### config.mk
export PLATFORM = sky130hd
export DESIGN_NAME = grant_responder_2ph
export DESIGN_NICKNAME = d
export VERILOG_FILES = /design/src/rtl/grant_responder_2ph_pkg.sv /design/src/rtl/sync_2ff_n.sv /design/src/rtl/grant_responder_2ph.sv
export SDC_FILE = /design/constraint.sdc
export NUM_CORES = 1
export LEC_CHECK = 0
export CAP_MARGIN = 30
export CORE_MARGIN = 2
export CORE_UTILIZATION = 52
export DETAILED_ROUTE_END_ITERATION = 10
export DONT_BUFFER_PORTS = 1
export HOLD_SLACK_MARGIN = 0.03
export PLACE_DENSITY_LB_ADDON = 0.05
export REMOVE_ABC_BUFFERS = 1
export SYNTH_ARGS = -nofsm -noshare
export SYNTH_HDL_FRONTEND = slang
export SYNTH_HIERARCHICAL = 1
export SYNTH_SLANG_ARGS = --single-unit
### constraint.sdc
create_clock -name clk -period 1.8 [get_ports clk]
set_clock_uncertainty 0.15 [all_clocks]
set_input_delay 0.27 -clock clk [delete_from_list [all_inputs] [get_ports clk]]
set_output_delay 0.27 -clock clk [all_outputs]
set_load 0.1 [all_outputs]
### src/rtl/grant_responder_2ph_pkg.sv
// Shared definitions for the 2-phase grant responder: FSM encoding and port ids.
package grant_responder_2ph_pkg;

   typedef enum logic {
      ST_IDLE  = 1'b0,
      ST_SERVE = 1'b1
   } state_t;

   localparam logic PORT_1 = 1'b0;
   localparam logic PORT_2 = 1'b1;

endpackage

### src/rtl/sync_2ff_n.sv
// N-deep single-bit synchroniser for asynchronous level/toggle inputs.
module sync_2ff_n #(
   parameter int STAGES = 2
) (
   input  logic clk,
   input  logic rstn,
   input  logic d,
   output logic q
);

   logic [STAGES-1:0] sff;

   always_ff @(posedge clk or negedge rstn) begin
      if (!rstn) begin
         sff <= '0;
      end else begin
         sff <= {sff[STAGES-2:0], d};
      end
   end

   assign q = sff[STAGES-1];

endmodule

### src/rtl/grant_responder_2ph.sv
// Clocked responder for a 2-phase two-way arbiter: synchronises grant toggles,
// serves one port at a time and returns a done toggle when local logic accepts.
//
// state    | meaning
// ---------+--------------------------------------------------------------
// ST_IDLE  | no service in flight; pick port 1 first, then port 2
// ST_SERVE | srv_valid high for srv_id; wait for srv_ready, watchdog running
module grant_responder_2ph
   import grant_responder_2ph_pkg::*;
#(
   parameter int SYNC_STAGES = 2,
   parameter int CNT_W       = 16,
   parameter int TMO_W       = 8,
   parameter int TMO_MAX     = 200
) (
   input  logic             clk,
   input  logic             rstn,
   input  logic             g1,
   input  logic             g2,
   output logic             d1,
   output logic             d2,
   output logic             srv_valid,
   output logic             srv_id,
   input  logic             srv_ready,
   output logic [CNT_W-1:0] cnt1,
   output logic [CNT_W-1:0] cnt2,
   output logic             err_overlap,
   output logic             err_timeout
);

   // Watchdog is a down-counter loaded on entry; terminal count at zero.
   localparam logic [TMO_W-1:0] TMO_LOAD = TMO_W'(TMO_MAX - 1);

   logic             g1_s;
   logic             g2_s;
   logic             pend1;
   logic             pend2;
   state_t           state;
   logic [TMO_W-1:0] wdog;

   sync_2ff_n #(.STAGES(SYNC_STAGES)) u_sync_g1 (
      .clk  (clk),
      .rstn (rstn),
      .d    (g1),
      .q    (g1_s)
   );

   sync_2ff_n #(.STAGES(SYNC_STAGES)) u_sync_g2 (
      .clk  (clk),
      .rstn (rstn),
      .d    (g2),
      .q    (g2_s)
   );

   assign pend1 = g1_s ^ d1;
   assign pend2 = g2_s ^ d2;

   always_ff @(posedge clk or negedge rstn) begin
      if (!rstn) begin
         state       <= ST_IDLE;
         d1          <= 1'b0;
         d2          <= 1'b0;
         srv_valid   <= 1'b0;
         srv_id      <= PORT_1;
         cnt1        <= '0;
         cnt2        <= '0;
         err_overlap <= 1'b0;
         err_timeout <= 1'b0;
         wdog        <= '0;
      end else begin
         case (state)
            ST_IDLE: begin
               srv_valid <= 1'b0;
               if (pend1 && pend2) begin
                  err_overlap <= 1'b1;
               end
               if (pend1) begin
                  state     <= ST_SERVE;
                  srv_id    <= PORT_1;
                  srv_valid <= 1'b1;
                  wdog      <= TMO_LOAD;
               end else if (pend2) begin
                  state     <= ST_SERVE;
                  srv_id    <= PORT_2;
                  srv_valid <= 1'b1;
                  wdog      <= TMO_LOAD;
               end
            end
            ST_SERVE: begin
               if (srv_valid && srv_ready) begin
                  if (srv_id == PORT_1) begin
                     d1   <= ~d1;
                     cnt1 <= cnt1 + CNT_W'(1);
                  end else begin
                     d2   <= ~d2;
                     cnt2 <= cnt2 + CNT_W'(1);
                  end
                  srv_valid <= 1'b0;
                  state     <= ST_IDLE;
               end else if (wdog == '0) begin
                  // A stuck service is flagged but the grant is never dropped.
                  err_timeout <= 1'b1;
               end else begin
                  wdog <= wdog - TMO_W'(1);
               end
            end
            default: begin
               state     <= ST_IDLE;
               srv_valid <= 1'b0;
            end
         endcase
      end
   end

endmodule

==> metrics.txt, run 1 <==
most used flip-flop cell after synthesis=dfrtp_1; drt wl/cell=14.5 µm; Area contributors post-synth=dfrtp_1 (58%), xnor2_1 (10%), nand2_1 (3.6%); P per Cell Area=1520 nW/µm²; Synth area leader=dfrtp_1; CTS Root Cell=clkbuf_8; drt via density=5.37; post-layout util=0.713; H-tree depth=2; Setup Crit Path Kind=reg -> reg; Lkg Pwr=1.36 nW; WP data arrival=1.76 ns; CP endpoint kind=flop; Core Area=4030 µm²; Mapped Area=2190 µm²; final hold viol count=0; highest clock rate=582 MHz; Sw Ratio=0.463; Unique masters post-synth=35; I/O pin count=43; r2r startpoint=wdog[1]$_DFFE_PN0P_; Worst setup SP type=flop; async set or reset register ratio after synthesis=1.00; count of final setup violators=0; hold path cells=4; Tightest Pin Transition=0.321 ns; number of global-route vias before repair=1680; post-synth top area share=0.582; routed wire length=4420 µm; Worst-Skew Late Latency=0.30 ns; Hold/Removal Path Class=in -> reg; status=finished clean; setup TNS=0 ns; nets=264; share of layout cells above drive strength 1=0.290; Net Sw Power=2.02 mW; area delta synth->final=31.0%; Final period util=0.955; Peak supply drop=0.00110 V; die footprint=4750 µm²; CTS tree=done; Slew Viols, Final=0; first-pass GRT wire length=7330 µm; DRT Pass-1 Iters=6; clock network power share=0.174; syn_area_per_cell=11.4 µm²; Ys Warns=6; DRC Markers=0; die extent in y=68.9 µm; Sink Count=51; Seq pwr share=0.348; register area share after synthesis=0.582; Final Wtd Congestion=0.810; TritonCTS buffer count=5; Comb pwr share=0.478; Initial Util=0.544; clock buffer depth=2; Post-DP HPWL=3140 µm; top cells by count, synth=dfrtp_1 (51), xnor2_1 (26), nand2_1 (21); Rel. slew slack=0.786; MaxCap Viol Count=0; GRT overflow=0; initial detailed-routing violation count=54; die width=68.9 µm; n_diodes=0; initial antenna violation count=0; pin count of the biggest net entering global routing=52; Post-Syn Instances=193; CP Data Required Time=1.84 ns; CP max FO=4; P_int=2.35 mW; clock slew at reported path FFs=0.08 ns; EDFF count, synth=0; Tot GR Track Use=0.213; r2r worst-path depth=6; ANT nets after route=0; Worst Hold End=cnt2[1]$_DFFE_PN0P_; most frequent cell after synthesis=dfrtp_1; I/O Buffers=0; Yosys reg bits=51; via count of the routed design=1637; RSZ-0062 raised after global routing=true; Hold Startpoint=srv_ready; worst reg2reg path endpoint=wdog[5]$_DFFE_PN0P_; R2R setup slack=0.08 ns; Rows=23; minimum clock period=1.72 ns
state kept, by name, summed over array words and instances (netlist names):
register and flops:
wdog 8, state 1, srv_id 1, d1 1, u_sync_g1/sff 2, srv_valid 1
err_overlap 1, d2 1, err_timeout 1, cnt2 16, u_sync_g2/sff 2, cnt1 16
metal layers:
layer / track usage / wire length [µm]
met1: 0.238 / 1850
met2: 0.381 / 2270
met3: 0.0747 / 268
met4: 0.0613 / 27
met5: 0 / 0
kinds of logic (layout without fill, tap and decap cells):
group                    Yosys count  count (layout)  synth area share
AO/OA/AOI/OAI                     18              18            0.0565
adder cells (fa/ha/maj)            4               4            0.0228
AND/OR/NAND/NOR                   77              77             0.184
flip-flops                        51              51             0.582
buffers and inverters              8              70            0.0154
XOR/XNOR                          35              35             0.140
worst max-delay path by stage:
| stage | start | endpoint | slack [ns] | cells past startpoint |
|---|---|---|---|---|
| after floorplan | srv_valid$_DFFE_PN0N_ | cnt1[12]$_DFFE_PN0P_ | -0.73 | 4 |
| after global placement | wdog[0]$_DFFE_PN0P_ | wdog[5]$_DFFE_PN0P_ | 0.004 | 6 |
| after detailed placement | wdog[0]$_DFFE_PN0P_ | wdog[5]$_DFFE_PN0P_ | -0.05 | 6 |
| after CTS | cnt2[0]$_DFFE_PN0P_ | cnt2[9]$_DFFE_PN0P_ | 0.05 | 6 |
| after global routing | cnt2[0]$_DFFE_PN0P_ | cnt2[9]$_DFFE_PN0P_ | -0.0008 | 6 |
| final | wdog[1]$_DFFE_PN0P_ | wdog[5]$_DFFE_PN0P_ | 0.08 | 6 |
worst max-delay path, stage by stage, from the launching register on:
cell and delay, ns:
dfrtp_1 0.38, inv_1 0.12, ha_4 0.16, or4b_4 0.47, nand4_1 0.13, xor2_1 0.15, nor2_1 0.05
metrics by stage:
stage	hold WS [ns]	area, µm²	cells	setup slack (ns)	power [mW]
global route	0.152	2870	305	-0.000796	4.61
detailed placement	-0.175	2640	294	-0.0547	3.52
CTS	0.121	2820	305	0.0547	4.34
floorplan	-0.176	2180	191	-0.730	2.95
finish	0.126	2870	305	0.0812	4.38
global placement	-0.175	2640	294	0.00431	3.45
power groups by stage:
stage               clock network [mW]  logic (mW)  registers [mW]
finish                           0.762        2.09            1.52
global route                     0.842        2.22            1.55
CTS                              0.787        2.05            1.51
detailed placement                   0        1.99            1.53
global placement                     0        1.93            1.52
floorplan                            0       0.470            2.48
layout by cell type (no fill, tap or decap), drive strengths merged, types with 2 or more instances in the layout:
master and instances:
a21boi 2, a21oi 5, and4 3, buf 54
clkbuf 5, dfrtp 51, dlygate4sd3 3, ha 4
inv 6, nand2 21, nand3 12, nand4 9
nor2 13, nor3 8, o21ai 2, or2 2
or3 2, xnor2 26, xor2 9
layout make-up:
class	count	area, µm²
Clock buffer	5	68.8
Clock inverter	2	37.5
Fill cell	283	1150
Inverter	6	22.5
Multi-Input combinational cell	134	943
Sequential cell	51	1280
Tap cell	50	62.6
Timing Repair Buffer	57	463
repair_timing:
| item | CTS | global route |
|---|---|---|
| buffers inserted | 0 | 0 |
| pin swaps | 0 | 1 |
| hold endpoints to repair | 53 | 0 |
| resized for setup | 3 | 10 |
| endpoints found under the setup margin | 4 | 8 |
| gates cloned | 0 | 0 |
| hold buffers | 4 | 0 |
(Power assumes the default switching activity.)
==> run 2, diff against run 1 <==
--- a/config.mk
+++ b/config.mk
@@ -5,6 +5,7 @@
 export SDC_FILE = /design/constraint.sdc
 export NUM_CORES = 1
 export LEC_CHECK = 0
+export ABC_CLOCK_PERIOD_IN_PS = 1800
 export CAP_MARGIN = 30
 export CORE_MARGIN = 2
 export CORE_UTILIZATION = 52
==> results of run 2 <==
No change in the layout: final DEF, timing and power equal those of run 1.
